`config.mk`:
```
export PLATFORM = sky130hd
export DESIGN_NAME = lz_token_encoder
export DESIGN_NICKNAME = d
export VERILOG_FILES = /design/src/rtl/lz_token_encoder.sv
export SDC_FILE = /design/constraint.sdc
export NUM_CORES = 1
export LEC_CHECK = 0
export BUFFER_PORTS_ARGS = -buffer_cell sky130_fd_sc_hd__buf_2
export CAP_MARGIN = 20
export CELL_PAD_IN_SITES_DETAIL_PLACEMENT = 0
export CELL_PAD_IN_SITES_GLOBAL_PLACEMENT = 1
export CORE_MARGIN = 2
export CORE_UTILIZATION = 42
export CTS_CLUSTER_DIAMETER = 60
export DETAILED_ROUTE_END_ITERATION = 6
export GPL_ROUTABILITY_DRIVEN = 0
export PLACE_DENSITY_LB_ADDON = 0.25
export SYNTH_ARGS = -nofsm -noshare
export SYNTH_HDL_FRONTEND = slang
export SYNTH_SLANG_ARGS = --single-unit
```
`constraint.sdc`:
```
create_clock -name clk -period 3.8 [get_ports clk]
set_clock_uncertainty 0.2 [all_clocks]
set_input_delay 0.38 -clock clk [delete_from_list [all_inputs] [get_ports clk]]
set_output_delay 0.38 -clock clk [all_outputs]
set_load 0.005 [all_outputs]
```
`src/rtl/lz_token_encoder.sv`:
```
// LZ token to symbol encoder: literals pass through, matches split into length then distance symbols.
// Latency 1 cycle token->symbol; tok_rdy drops while a held symbol is blocked or a distance is pending.
module lz_token_encoder (
    input  logic       clk,
    input  logic       rst,
    input  logic       en,
    input  logic       tok_vld,
    output logic       tok_rdy,
    input  logic       tok_is_match,
    input  logic [3:0] tok_lit,
    input  logic [8:0] tok_len,
    input  logic [8:0] tok_dist,
    output logic       sym_vld,
    input  logic       sym_rdy,
    output logic [4:0] sym,
    output logic [5:0] sym_ext,
    output logic       err,
    output logic [8:0] hist_cnt
);

    typedef enum logic [1:0] {IDLE, LIT, LEN, DIST} state_t;

    state_t     state_q, state_d;
    logic [4:0] sym_q, sym_d;
    logic [5:0] ext_q, ext_d;
    logic [4:0] dsym_q, dsym_d;
    logic [5:0] dext_q, dext_d;
    logic       err_q, err_d;
    logic [8:0] hist_q, hist_d;

    logic [4:0] lcode, dcode;
    logic [8:0] lbase, dbase;
    logic [5:0] lext, dext;
    logic       illegal;
    logic       accept;
    logic [9:0] hist_sum;

    // Length code table: highest base not exceeding the length wins.
    always_comb begin
        lcode = 5'd17;
        lbase = 9'd6;
        if      (tok_len >= 9'd130) begin lcode = 5'd28; lbase = 9'd130; end
        else if (tok_len >= 9'd64)  begin lcode = 5'd27; lbase = 9'd64;  end
        else if (tok_len >= 9'd50)  begin lcode = 5'd26; lbase = 9'd50;  end
        else if (tok_len >= 9'd34)  begin lcode = 5'd25; lbase = 9'd34;  end
        else if (tok_len >= 9'd26)  begin lcode = 5'd24; lbase = 9'd26;  end
        else if (tok_len >= 9'd22)  begin lcode = 5'd23; lbase = 9'd22;  end
        else if (tok_len >= 9'd18)  begin lcode = 5'd22; lbase = 9'd18;  end
        else if (tok_len >= 9'd14)  begin lcode = 5'd21; lbase = 9'd14;  end
        else if (tok_len >= 9'd12)  begin lcode = 5'd20; lbase = 9'd12;  end
        else if (tok_len >= 9'd10)  begin lcode = 5'd19; lbase = 9'd10;  end
        else if (tok_len >= 9'd8)   begin lcode = 5'd18; lbase = 9'd8;   end
        lext = 6'((tok_len - lbase) >> 1);
    end

    always_comb begin
        dcode = 5'd0;
        dbase = 9'd2;
        if      (tok_dist >= 9'd450) begin dcode = 5'd15; dbase = 9'd450; end
        else if (tok_dist >= 9'd386) begin dcode = 5'd14; dbase = 9'd386; end
        else if (tok_dist >= 9'd322) begin dcode = 5'd13; dbase = 9'd322; end
        else if (tok_dist >= 9'd258) begin dcode = 5'd12; dbase = 9'd258; end
        else if (tok_dist >= 9'd194) begin dcode = 5'd11; dbase = 9'd194; end
        else if (tok_dist >= 9'd130) begin dcode = 5'd10; dbase = 9'd130; end
        else if (tok_dist >= 9'd66)  begin dcode = 5'd9;  dbase = 9'd66;  end
        else if (tok_dist >= 9'd34)  begin dcode = 5'd8;  dbase = 9'd34;  end
        else if (tok_dist >= 9'd26)  begin dcode = 5'd7;  dbase = 9'd26;  end
        else if (tok_dist >= 9'd18)  begin dcode = 5'd6;  dbase = 9'd18;  end
        else if (tok_dist >= 9'd14)  begin dcode = 5'd5;  dbase = 9'd14;  end
        else if (tok_dist >= 9'd10)  begin dcode = 5'd4;  dbase = 9'd10;  end
        else if (tok_dist >= 9'd8)   begin dcode = 5'd3;  dbase = 9'd8;   end
        else if (tok_dist >= 9'd6)   begin dcode = 5'd2;  dbase = 9'd6;   end
        else if (tok_dist >= 9'd4)   begin dcode = 5'd1;  dbase = 9'd4;   end
        dext = 6'((tok_dist - dbase) >> 1);
    end

    assign illegal = tok_len[0] || (tok_len < 9'd6) || (tok_len > 9'd256) ||
                     tok_dist[0] || (tok_dist < 9'd2) || (tok_dist > hist_q);

    assign tok_rdy = (state_q == IDLE) ||
                     (((state_q == LIT) || (state_q == DIST)) && sym_rdy);
    assign accept  = tok_vld && tok_rdy;
    assign hist_sum = {1'b0, hist_q} + (tok_is_match ? {1'b0, tok_len} : 10'd1);

    always_comb begin
        state_d = state_q;
        sym_d   = sym_q;
        ext_d   = ext_q;
        dsym_d  = dsym_q;
        dext_d  = dext_q;
        err_d   = 1'b0;
        hist_d  = hist_q;
        if (accept) begin
            if (!tok_is_match) begin
                state_d = LIT;
                sym_d   = {1'b0, tok_lit};
                ext_d   = 6'd0;
                hist_d  = hist_sum[9] ? 9'd511 : hist_sum[8:0];
            end else if (illegal) begin
                // Acceptance only happens once any held symbol is drained.
                state_d = IDLE;
                err_d   = 1'b1;
            end else begin
                state_d = LEN;
                sym_d   = lcode;
                ext_d   = lext;
                dsym_d  = dcode;
                dext_d  = dext;
                hist_d  = hist_sum[9] ? 9'd511 : hist_sum[8:0];
            end
        end else if (sym_rdy) begin
            if (state_q == LEN) begin
                state_d = DIST;
                sym_d   = dsym_q;
                ext_d   = dext_q;
            end else if (state_q != IDLE) begin
                state_d = IDLE;
            end
        end
    end

    always_ff @(posedge clk) begin
        if (rst || !en) begin
            state_q <= IDLE;
            sym_q   <= 5'd0;
            ext_q   <= 6'd0;
            dsym_q  <= 5'd0;
            dext_q  <= 6'd0;
            err_q   <= 1'b0;
            hist_q  <= 9'd0;
        end else begin
            state_q <= state_d;
            sym_q   <= sym_d;
            ext_q   <= ext_d;
            dsym_q  <= dsym_d;
            dext_q  <= dext_d;
            err_q   <= err_d;
            hist_q  <= hist_d;
        end
    end

    assign sym_vld  = (state_q != IDLE);
    assign sym      = sym_q;
    assign sym_ext  = ext_q;
    assign err      = err_q;
    assign hist_cnt = hist_q;

endmodule

```
==> results.md <==
- Ys Warns: 0
- Final hold violations: 0
- Critical Path Source Type: input port
- Worst-margin pin slew: 0.8146 ns
- Relative slew slack: 45.69%
- CTS tree: yes
- Max Fclk: 0.3442 GHz
- Worst EP required: 3.74 ns
- Row cnt: 31
- Clk_lat worst skew: 0.28 ns
- DIE AREA: 8082 µm²
- Most frequent cells in the layout: nor2_1, buf_2, dfxtp_1
- Synth Register Bits: 33
- GRT Util Overall: 21.33%
- H-tree depth: 2
- Initial core utilization: 42.96%
- Reg2reg start: hist_cnt[4]
- Worst Path Max Fanout: 13
- Max-cap violation count: 0
- RSZ-0062 raised after global routing: false
- Reg2reg end: dext_q[0]
- Initial antenna violation count: 0
- Core area: 7214 µm²
- Comb power frac: 26.9%
- Setup crit end kind: flip-flop
- Final Max Slew Viols: 0
- Period minus WS final: 2.905 ns
- Avg Cell Area, Syn: 7.541 µm²
- DR pass1 iterations: 4
- Pin count of the biggest net entering global routing: 21
- First-pass GRT wire length: 14390 µm
- Sequential area share after synthesis: 21.32%
- Clock group share of total power: 35.5%
- DR DRC count: 0
- Die height: 89.90 µm
- CTS max path bufs: 2
- Resized cells post-CTS: 0
- CP Cell Sequence: buf_2, or4_4, o31ai_1, nand2_1, ha_1, inv_1, fa_1, a21o_1, a21oi_1, xor2_1, nor3_1, a221oi_1, nor3_1
- Drt wl/cell: 15.40 µm
- CTS Buf Count: 5
- Sw Share: 29.90%
- DRT Wirelength: 8483 µm
- Synth area leaders: dfxtp_1, ha_1, nor2_1
- Nets: 510
- Hpwl dp: 6681 µm
- Hold Crit Class: flip-flop to flip-flop
- DR iter-0 viols: 256
- Cts hold-fix bufs: 0
- R2r worst-path depth: 8
- Primary flip-flop cell chosen by synthesis mapping: dfxtp_1
- Vias in the first global route: 2879
- Peak VDD IR: 0.1669 mV
- Kind of critical path: input port to flip-flop
- Post-CTS Setup Repair Bufs: 0
- Clock sink total: 33
- CTS clk-pin slew, worst paths: 0.07 ns
- Asr flop ratio synth: 0%
- Remaining Overflow, GRT: 0
- CP peak stage delay: 0.61 ns
- Final number of setup-violating endpoints: 0
- Synth top area share: 21.32%
- Flop pwr share: 37.7%
- Via/cell ratio: 5.583
- PortBufs: 50
- Mapped Cells: 411
- Pint: 0.6727 mW
- Final worst-path cycle share: 76.46%
- Lkg Pwr: 1.449 nW
- Synthesized net count: 470
- Setup TNS: 0 ns
- Crit path launch: tok_len[1]
- Via count: 3076
- Antenna diodes: 0
- Critical path's most frequent cell: nor3_1
- P_sw: 0.2870 mW
- Worst path slowest cell: or4_4
- Status: complete, no violations
- Total power draw: 0.9597 mW
- Layout area overhead: 14.09%
- CP Capture Point: sym_ext[4]
- Die width: 89.90 µm
- Synth cell types: 62
- Cell Pwr Density: 271.4 nW/µm²
- R2R setup slack: 1.01 ns
- Synth area leader: dfxtp_1
- Routed Antenna Nets: 0
- Ports: 51
- Arr. time, crit path: 2.84 ns
- Commonest non-fill, non-tap cell in the layout: nor2_1
- Root Driver: clkbuf_8
- Post-synth EDFFs: 0
- Share of layout cells above drive strength 1: 16.59%
- Post-Syn Area: 3099 µm²
[power groups by stage]
stage / clock [mW] / sequential (mW) / combinational, mW
2_1_floorplan: 0 / 0.368 / 0.180
3_3_place_gp: 0 / 0.369 / 0.254
3_5_place_dp: 0 / 0.369 / 0.255
4_1_cts: 0.345 / 0.361 / 0.257
5_1_grt: 0.359 / 0.363 / 0.291
6_report: 0.341 / 0.361 / 0.258
[layout make-up]
class,count,area (µm²)
clock inverter,1,30.03
tap,99,123.9
multi-input combinational,334,2265
inverter,22,82.58
clock buffer,7,86.33
sequential,33,660.6
fill,766,3679
timing repair buffer,55,287.8
[critical path: cells and delay by family]
family	cells	cell delay (ns)
xor gates and xnor gates	1	0.21
and+or+nand+nor	4	0.89
AOI/OAI and AO/OA	4	0.70
buffers and inverters	2	0.25
adders and majority gates	2	0.42
[synth_stat cells (7+ instances only)]
cell      count
o31ai_1       7
o21ai_0      21
nand2_1      32
xnor2_1      10
dfxtp_1      33
a21oi_1      24
a211oi_1     16
nor3_1       16
inv_1        21
ha_1         28
clkbuf_1     20
and2_1        7
nand3_1       8
nor2_1       54
nand2b_1     10
[registers in the layout, indices dropped and copies added (netlist names)]
signal	flops
sym	5
state_q	2
err	1
hist_cnt	9
dsym_q	4
sym_ext	6
dext_q	6
[worst min-delay path by stage]
stage                    from    endpoint  slack (ns)  depth (start not counted)
floorplan           dext_q[0]  sym_ext[0]        0.24                          2
global placement       sym[0]      sym[0]        0.27                          2
detailed placement     sym[4]      sym[4]        0.27                          2
CTS                    sym[4]      sym[4]        0.28                          2
global route           sym[0]      sym[0]        0.31                          2
finish                 sym[0]      sym[0]        0.29                          2
[stage by stage]
| stage | cells | cell area (µm²) | hold WS [ns] | util [%] | worst slack (ns) |
|---|---|---|---|---|---|
| finish | 551 | 3536 | 0.2859 | 49.01 | 0.8946 |
| global route | 551 | 3536 | 0.3116 | 49.01 | 0.6692 |
| CTS | 551 | 3536 | 0.2824 | 49.01 | 0.9283 |
| detailed placement | 543 | 3420 | 0.2739 | 47.40 | 0.6480 |
| global placement | 543 | 3420 | 0.2650 | 47.40 | 0.5892 |
| floorplan | 411 | 3099 | 0.2414 | - | 0.9970 |
[metal layers]
layer / wire [µm] / GRT usage (%) / vias to the layer above
met5: 0 / 0 / -
met4: 38 / 4.231 / 0
met2: 3940 / 34.79 / 65
met1: 4173 / 30.33 / 1424
met3: 330 / 2.934 / 4
li1: - / - / 1583
[kinds of logic after synthesis]
family,share of synthesized area [%]
fa+ha+maj,13.57
buf+inv,5.611
simple gates,24.38
xor+xnor,3.674
flops,21.32
compound gates,29.51
mux,1.938
No activity file was read; power rests on OpenSTA's default activity.
